### src/rtl/mc_ctrl_hs.sv
// mc_ctrl_hs: multicycle RV32 control FSM with handshaked memory, optional
// RV32M sequencing and a trap state for illegal instructions / memory timeouts.
// Ports:
//   clk, reset (async, active-high)
//   op/funct3/funct7      instruction fields from the IR
//   zero, alu_lsb         ALU flags for branch decisions
//   mem_ready, md_done    handshake completions from memory and mul/div unit
//   mem_req/mem_we/mem_size, adr_src, ir_write, pc_write, pc_src,
//   alu_src_a/b, alu_op, imm_src, result_src, reg_write   datapath control
//   md_start, md_sel      mul/div launch and writeback select
//   trap, trap_cause      halt indication and reason
//   state_dbg             current state encoding
// Control outputs are decoded combinationally from the state and the current
// handshake inputs, because strobes such as ir_write must fire in the same
// cycle the memory reports ready.
module mc_ctrl_hs #(
  parameter int unsigned MEM_TIMEOUT = 16,
  parameter int unsigned ENABLE_MEXT = 1
) (
  input  logic       clk,
  input  logic       reset,
  input  logic [6:0] op,
  input  logic [2:0] funct3,
  input  logic [6:0] funct7,
  input  logic       zero,
  input  logic       alu_lsb,
  input  logic       mem_ready,
  input  logic       md_done,
  output logic       mem_req,
  output logic       mem_we,
  output logic [1:0] mem_size,
  output logic       adr_src,
  output logic       ir_write,
  output logic       pc_write,
  output logic       pc_src,
  output logic [1:0] alu_src_a,
  output logic [1:0] alu_src_b,
  output logic [1:0] alu_op,
  output logic [2:0] imm_src,
  output logic [1:0] result_src,
  output logic       reg_write,
  output logic       md_start,
  output logic       md_sel,
  output logic       trap,
  output logic [1:0] trap_cause,
  output logic [3:0] state_dbg
);

  localparam int unsigned CW = (MEM_TIMEOUT > 1) ? $clog2(MEM_TIMEOUT) : 1;
  localparam logic [CW-1:0] CNT_LAST = CW'(MEM_TIMEOUT - 1);

  localparam logic [6:0] OP_LOAD  = 7'b0000011;
  localparam logic [6:0] OP_STORE = 7'b0100011;
  localparam logic [6:0] OP_R     = 7'b0110011;
  localparam logic [6:0] OP_IMM   = 7'b0010011;
  localparam logic [6:0] OP_JALR  = 7'b1100111;
  localparam logic [6:0] OP_LUI   = 7'b0110111;
  localparam logic [6:0] OP_AUIPC = 7'b0010111;
  localparam logic [6:0] OP_JAL   = 7'b1101111;
  localparam logic [6:0] OP_BR    = 7'b1100011;

  typedef enum logic [3:0] {
    S_FETCH    = 4'd0,
    S_DECODE   = 4'd1,
    S_MEMADR   = 4'd2,
    S_MEMREAD  = 4'd3,
    S_MEMWB    = 4'd4,
    S_MEMWRITE = 4'd5,
    S_EXECR    = 4'd6,
    S_EXECI    = 4'd7,
    S_EXECU    = 4'd8,
    S_EXECMD   = 4'd9,
    S_JAL      = 4'd10,
    S_BRANCH   = 4'd11,
    S_ALUWB    = 4'd12,
    S_TRAP     = 4'd13
  } state_t;

  state_t        state_q, state_d;
  logic [CW-1:0] cnt_q, cnt_d;
  logic          md_q, md_d;
  logic [1:0]    cause_q, cause_d;
  logic          tmo_hit;
  logic          is_md;
  logic          taken;

  assign is_md     = (ENABLE_MEXT != 0) && (op == OP_R) && (funct7 == 7'b0000001);
  // funct3[2] selects signed/unsigned compare vs equality; funct3[0] inverts.
  assign taken     = (funct3[2] ? alu_lsb : zero) ^ funct3[0];
  // The final allowed not-ready cycle in a memory wait; ready in it still wins.
  assign tmo_hit   = (MEM_TIMEOUT != 0) && !mem_ready && (cnt_q == CNT_LAST);
  assign trap_cause = cause_q;
  assign state_dbg  = state_q;

  // State, wait counter, mul/div launch flag and trap cause registers.
  always_ff @(posedge clk or posedge reset) begin
    if (reset) begin
      state_q <= S_FETCH;
      cnt_q   <= '0;
      md_q    <= 1'b0;
      cause_q <= 2'b00;
    end else begin
      state_q <= state_d;
      cnt_q   <= cnt_d;
      md_q    <= md_d;
      cause_q <= cause_d;
    end
  end

  // Next-state and control decode.
  always_comb begin
    state_d    = state_q;
    cnt_d      = '0;
    md_d       = 1'b0;
    cause_d    = cause_q;
    mem_req    = 1'b0;
    mem_we     = 1'b0;
    mem_size   = 2'b00;
    adr_src    = 1'b0;
    ir_write   = 1'b0;
    pc_write   = 1'b0;
    pc_src     = 1'b0;
    alu_src_a  = 2'b00;
    alu_src_b  = 2'b00;
    alu_op     = 2'b00;
    imm_src    = 3'b000;
    result_src = 2'b00;
    reg_write  = 1'b0;
    md_start   = 1'b0;
    md_sel     = 1'b0;
    trap       = 1'b0;

    case (state_q)
      S_FETCH: begin
        mem_req    = 1'b1;
        mem_size   = 2'b10;
        alu_src_b  = 2'b10;
        result_src = 2'b10;
        if (mem_ready) begin
          ir_write = 1'b1;
          pc_write = 1'b1;
          state_d  = S_DECODE;
        end else if (tmo_hit) begin
          state_d = S_TRAP;
          cause_d = 2'b10;
        end else begin
          cnt_d = cnt_q + CW'(1);
        end
      end

      S_DECODE: begin
        alu_src_a = ((op == OP_JAL) || (op == OP_BR)) ? 2'b01 : 2'b10;
        alu_src_b = 2'b01;
        state_d   = S_TRAP;
        case (op)
          OP_LOAD: begin
            if (!((funct3 == 3'b011) || (funct3[2:1] == 2'b11))) state_d = S_MEMADR;
          end
          OP_STORE: begin
            imm_src = 3'b001;
            if (funct3 < 3'b011) state_d = S_MEMADR;
          end
          OP_R: begin
            if ((funct7 == 7'b0000000) || (funct7 == 7'b0100000)) state_d = S_EXECR;
            else if (is_md) state_d = S_EXECMD;
          end
          OP_IMM, OP_JALR: state_d = S_EXECI;
          OP_LUI, OP_AUIPC: begin
            imm_src = 3'b011;
            state_d = S_EXECU;
          end
          OP_JAL: begin
            imm_src = 3'b100;
            state_d = S_JAL;
          end
          OP_BR: begin
            imm_src = 3'b010;
            if (funct3[2:1] != 2'b01) state_d = S_BRANCH;
          end
          default: state_d = S_TRAP;
        endcase
        if (state_d == S_TRAP) cause_d = 2'b01;
      end

      S_MEMADR: begin
        alu_src_a = 2'b10;
        alu_src_b = 2'b01;
        imm_src   = (op == OP_STORE) ? 3'b001 : 3'b000;
        state_d   = (op == OP_STORE) ? S_MEMWRITE : S_MEMREAD;
      end

      S_MEMREAD, S_MEMWRITE: begin
        mem_req  = 1'b1;
        adr_src  = 1'b1;
        mem_size = funct3[1:0];
        mem_we   = (state_q == S_MEMWRITE);
        if (mem_ready) begin
          state_d = (state_q == S_MEMREAD) ? S_MEMWB : S_FETCH;
        end else if (tmo_hit) begin
          state_d = S_TRAP;
          cause_d = 2'b10;
        end else begin
          cnt_d = cnt_q + CW'(1);
        end
      end

      S_MEMWB: begin
        reg_write  = 1'b1;
        result_src = 2'b01;
        state_d    = S_FETCH;
      end

      S_EXECR: begin
        alu_src_a = 2'b10;
        alu_op    = 2'b10;
        state_d   = S_ALUWB;
      end

      S_EXECI: begin
        alu_src_a = 2'b10;
        alu_src_b = 2'b01;
        alu_op    = 2'b10;
        imm_src   = (funct3[1:0] == 2'b01) ? 3'b101 : 3'b000;
        if (op == OP_JALR) begin
          pc_write = 1'b1;
          pc_src   = 1'b1;
        end
        state_d = S_ALUWB;
      end

      S_EXECU: begin
        alu_src_a = (op == OP_LUI) ? 2'b11 : 2'b01;
        alu_src_b = 2'b01;
        imm_src   = 3'b011;
        state_d   = S_ALUWB;
      end

      // Launch once, then wait; md_done in the launch cycle is accepted.
      S_EXECMD: begin
        md_start = !md_q;
        if (md_done) state_d = S_ALUWB;
        else         md_d    = 1'b1;
      end

      S_JAL: begin
        alu_src_a = 2'b01;
        alu_src_b = 2'b01;
        imm_src   = 3'b100;
        pc_write  = 1'b1;
        pc_src    = 1'b1;
        state_d   = S_ALUWB;
      end

      S_BRANCH: begin
        alu_src_a = 2'b10;
        alu_op    = 2'b11;
        imm_src   = 3'b010;
        pc_write  = taken;
        pc_src    = taken;
        state_d   = S_FETCH;
      end

      S_ALUWB: begin
        reg_write  = 1'b1;
        result_src = ((op == OP_JAL) || (op == OP_JALR)) ? 2'b11 : 2'b00;
        md_sel     = is_md;
        state_d    = S_FETCH;
      end

      S_TRAP: trap = 1'b1;

      default: state_d = S_FETCH;
    endcase

    // Nothing is strobed while reset is held, including the FETCH request.
    if (reset) begin
      mem_req    = 1'b0;
      mem_we     = 1'b0;
      mem_size   = 2'b00;
      adr_src    = 1'b0;
      ir_write   = 1'b0;
      pc_write   = 1'b0;
      pc_src     = 1'b0;
      alu_src_a  = 2'b00;
      alu_src_b  = 2'b00;
      alu_op     = 2'b00;
      imm_src    = 3'b000;
      result_src = 2'b00;
      reg_write  = 1'b0;
      md_start   = 1'b0;
      md_sel     = 1'b0;
      trap       = 1'b0;
    end
  end

endmodule

### config.mk
export PLATFORM = sky130hd
export DESIGN_NAME = mc_ctrl_hs
export DESIGN_NICKNAME = d
export VERILOG_FILES = /design/src/rtl/mc_ctrl_hs.sv
export SDC_FILE = /design/constraint.sdc
export NUM_CORES = 1
export LEC_CHECK = 0
export BUFFER_PORTS_ARGS = -buffer_cell sky130_fd_sc_hd__buf_2
export CORE_ASPECT_RATIO = 1.1
export CORE_MARGIN = 5
export CORE_UTILIZATION = 45
export CTS_CLUSTER_SIZE = 16
export DETAILED_ROUTE_END_ITERATION = 10
export HOLD_SLACK_MARGIN = 0.05
export PLACE_DENSITY = 0.79
export SLEW_MARGIN = 20
export SYNTH_ARGS = -nofsm -noshare
export SYNTH_HDL_FRONTEND = slang
export SYNTH_SLANG_ARGS = --single-unit
export TNS_END_PERCENT = 1
### constraint.sdc
create_clock -name clk -period 1.8 [get_ports clk]
set_clock_uncertainty 0.05 [all_clocks]
set_input_delay 0.09 -clock clk [delete_from_list [all_inputs] [get_ports clk]]
set_output_delay 0.09 -clock clk [all_outputs]
set_load 0.02 [all_outputs]
==> metrics.md <==
| Metric | Value |
|---|---|
| Simple-gate share of the synthesized area | `37.3%` |
| Mean Syn Cell Area | `6.95 sq um` |
| Clk buf depth | `2` |
| Slew Limit Fails | `0` |
| Final-report hold violation count | `0` |
| Max-cap violations | `0` |
| Syn. warnings | `0` |
| WL final | `5.25 mm` |
| Worst Setup Start Kind | `register` |
| Arrival @ worst endpoint | `1.83 ns` |
| Final period util | `109%` |
| RSZ-0062 raised after global routing | `true` |
| Register area | `280 sq um` |
| Synth Area in Compound Gates | `30.6%` |
| Max-slew headroom | `75.3%` |
| WP data required | `1.66 ns` |
| Fill cells | `238` |
| Remaining DRCs | `0` |
| Worst Hold Margin | `0.189 ns` |
| Finish-stage setup viols | `12` |
| Row Count | `21` |
| Power Dens Cells | `1190 nW/um^2` |
| PortBufs | `51` |
| Post-route cell area | `2110 sq um` |
| # IOs | `52` |
| Clock group share of total power | `6.9%` |
| #FFs+latches synth | `11` |
| Setup CP Type | `reg -> out` |
| Skew-Pair Late Insertion Delay | `0.28 ns` |
| Mux cell area share after synthesis | `0.713%` |
| Adder-Cell Fraction of Synth Area | `1.60%` |
| CP max stage delay | `0.47 ns` |
| H-tree depth | `1` |
| Vias per cell | `6.19` |
| Post-DP HPWL | `3.78 mm` |
| Vias in the first global route | `1860` |
| Xor and xnor area share after synthesis | `3.12%` |
| CP startpoint | `state_dbg[2]` |
| R2R depth | `7` |
| Slew @ Worst Pin | `0.369 ns` |
| Critical R2R Capture | `trap_cause[1]` |
| Sequential Power Share | `15.6%` |
| Synth Net Count | `226` |
| Die height | `68.6 microns` |
| Main combinational cell family by area after synthesis | `simple AND/OR/NAND/NOR gates` |
| R2R setup slack | `0.03 ns` |
| Ant. Diodes | `0` |
| Synth Cell Area | `1400 sq um` |
| RR Startpoint | `state_dbg[2]` |
| Antenna violations before repair | `0` |
| Min-delay worst type | `in -> reg` |
| Gpl congestion | `0.991` |
| Clock sink count | `11` |
| Sequential share of the synthesized area | `19.6%` |
| Layout Nets | `300` |
| Post-route minimum period | `1.97 ns` |
| Peak VDD IR | `0.776 mV` |
| GRT overflow | `0` |
| Die X-Extent | `63.3 microns` |
| CP endpoint kind | `primary output` |
| Internal Power | `1.25 mW` |
| First-pass GRT wire length | `8.45 mm` |
| Post-Synthesis Cells | `202` |
| Multi-input gate area | `1150 sq um` |
| Status | `complete, but fails checks` |
| Top FF cell, synth | `dfrtp_1` |
| CTS root buf | `clkbuf_4` |
| Comb power frac | `77.4%` |
| Clk pin slew, worst setup/hold paths | `0.07 ns` |
| Crit path to | `mem_size[1]` |
| Gr usage total | `23.7%` |
| DP Area | `1840 sq um` |
| Fin worst setup slack | `-0.169 ns` |
| Pleak | `0.966 nW` |
| Starting Density | `46.5%` |
| DR WL/cell | `17.0 microns` |
| Slowest CP cell | `dfrtp_2` |
| Via count | `1914` |
| Async set-reset flop share out of synthesis | `100%` |
| DRT Pass-1 Iters | `4` |
| Critical Path Fanout Max | `7` |
| Fmax | `0.508 GHz` |
| Share of post-route cells with drive strength above 1 | `43.6%` |
| Cell Chain, Critical Path | `buf_4 -> xor2_2 -> nand2_1 -> a21o_1 -> nor2_2 -> o21a_1 -> buf_6` |
| Area of the die | `4340 sq um` |
| Yosys cell types | `58` |
| Core area | `3020 sq um` |
| Largest net degree at the start of global routing | `22` |
| Switching Share | `50.1%` |
| TritonCTS clock tree | `built` |
| Failing checks | `negative setup slack` |
| Post-synth EDFFs | `0` |
| DRT iter0 DRCs | `124` |
| Cts bufs inserted | `3` |
| Switching power | `1.26 mW` |
| Syn-to-layout area delta | `50.6%` |
| ANT nets after route | `0` |
sequential cells by signal, indices dropped and copies added (netlist names):
| name | flops |
|---|---|
| cnt_q | 4 |
| state_dbg | 4 |
| trap_cause | 2 |
| md_q | 1 |
critical path: cells and delay by family, from the launching register on:
kind,cells,cell delay [ns]
and+or+nand+nor,2,0.25
AOI/OAI and AO/OA,2,0.37
buffers and inverters,2,0.29
xor gates and xnor gates,1,0.16
DFF,1,0.47
cells in the mapped netlist (all sizes together), types with 2 or more instances:
cell | instances | share of area (%)
nor2 | 22 | 5.9
nand2 | 17 | 4.5
nor3 | 14 | 5.0
a21oi | 12 | 4.3
clkbuf | 12 | 3.2
dfrtp | 11 | 20
o21ai | 11 | 3.9
inv | 10 | 2.7
nand3 | 6 | 2.1
and2 | 5 | 2.2
nor2b | 5 | 2.2
buf | 4 | 1.2
nor4 | 4 | 1.8
o22ai | 4 | 1.8
a211oi | 3 | 1.6
a21o | 3 | 1.6
a31oi | 3 | 1.3
and3 | 3 | 1.3
nand2b | 3 | 1.3
nor3b | 3 | 1.6
o32ai | 3 | 1.9
xor2 | 3 | 1.9
a22o | 2 | 1.2
a311oi | 2 | 1.7
and3b | 2 | 1.2
o211ai | 2 | 1.1
o31ai | 2 | 1.1
or3 | 2 | 0.89
or4b | 2 | 1.7
xnor2 | 2 | 1.2
final cells by class:
type,count,share of cell area (%)
sequential,11,13.3
multi-input combinational,165,54.6
clock buffer,4,1.24
tap,34,2.01
inverter,10,1.78
timing repair buffer,85,27.2
kinds of logic (layout without fill, tap and decap cells):
logic type / Yosys count / in the layout
multiplexers: 1 / 1
AO/OA/AOI/OAI: 61 / 61
AND/OR/NAND/NOR: 96 / 96
XOR/XNOR: 5 / 5
flip-flops: 11 / 11
buffers and inverters: 26 / 99
adder cells (fa/ha/maj): 2 / 2
what timing repair did:
| action | 4_1_cts | 5_1_grt |
|---|---|---|
| endpoints found under the setup margin | 18 | 28 |
| hold endpoints to repair | 13 | 0 |
| pin swaps | 4 | 7 |
| setup buffers | 7 | 0 |
| resized for setup | 34 | 15 |
| hold buffers | 3 | 0 |
worst min path at each step:
stage,cells after the start,startpoint,end
after floorplan,1,md_done,md_q
after global placement,2,md_done,md_q
after detailed placement,2,md_done,md_q
after CTS,4,funct7[5],state_dbg[2]
after global routing,4,funct7[5],state_dbg[2]
final,4,funct7[5],state_dbg[2]
power groups by stage:
stage	sequential, mW	combinational, mW	clock, mW
2_1_floorplan	0.367	0.991	0
3_3_place_gp	0.374	1.55	0
3_5_place_dp	0.378	1.56	0
4_1_cts	0.384	1.81	0.175
5_1_grt	0.398	2.08	0.198
6_report	0.392	1.94	0.174
cells in the final DEF, fill, tap and decap left out, types with 2 or more instances in the layout:
master / synthesis / layout
buf_2: 1 / 39
buf_4: 0 / 36
nor2_1: 22 / 19
nand2_1: 17 / 14
nor3_1: 14 / 12
a21oi_1: 12 / 11
o21ai_0: 11 / 11
inv_1: 10 / 8
dfrtp_1: 11 / 7
buf_6: 0 / 7
nand3_1: 6 / 6
and2_1: 5 / 5
o22ai_1: 4 / 4
nor4_1: 4 / 4
dfrtp_2: 0 / 4
nand2b_1: 3 / 3
nand2_2: 0 / 3
a21o_1: 3 / 3
and3_1: 3 / 3
o32ai_1: 3 / 3
nor2b_1: 5 / 3
clkbuf_4: 0 / 3
dlygate4sd3_1: 0 / 3
and3b_1: 2 / 2
inv_2: 0 / 2
a22o_1: 2 / 2
a211oi_1: 3 / 2
o31ai_1: 2 / 2
xnor2_1: 2 / 2
nor3b_4: 0 / 2
xor2_1: 3 / 2
a31oi_1: 3 / 2
o211ai_1: 2 / 2
or4b_4: 1 / 2
nor2_2: 0 / 2
nor3_2: 0 / 2
a311oi_2: 1 / 2
routing by layer:
layer	routed length, microns	global-route usage (%)	vias up
li1	-	-	902
met3	516	3.57	15
met2	2600	43.3	118
met5	0	0	-
met1	2030	29.6	879
met4	103	5.19	0
per-stage QoR:
| step | TNS, ns | std cells | power (mW) | setup slack [ns] | utilization [%] |
|---|---|---|---|---|---|
| floorplan | -1.28 | 202 | 1.36 | -0.177 | - |
| global placement | -0.141 | 295 | 1.92 | -0.0619 | 61.0 |
| detailed placement | -0.271 | 295 | 1.94 | -0.0975 | 61.0 |
| CTS | -0.739 | 309 | 2.37 | -0.115 | 68.2 |
| global route | -2.75 | 309 | 2.68 | -0.265 | 70.0 |
| finish | -1.06 | 309 | 2.51 | -0.169 | 70.0 |
Note: power is estimated with default switching activity, not from simulation.
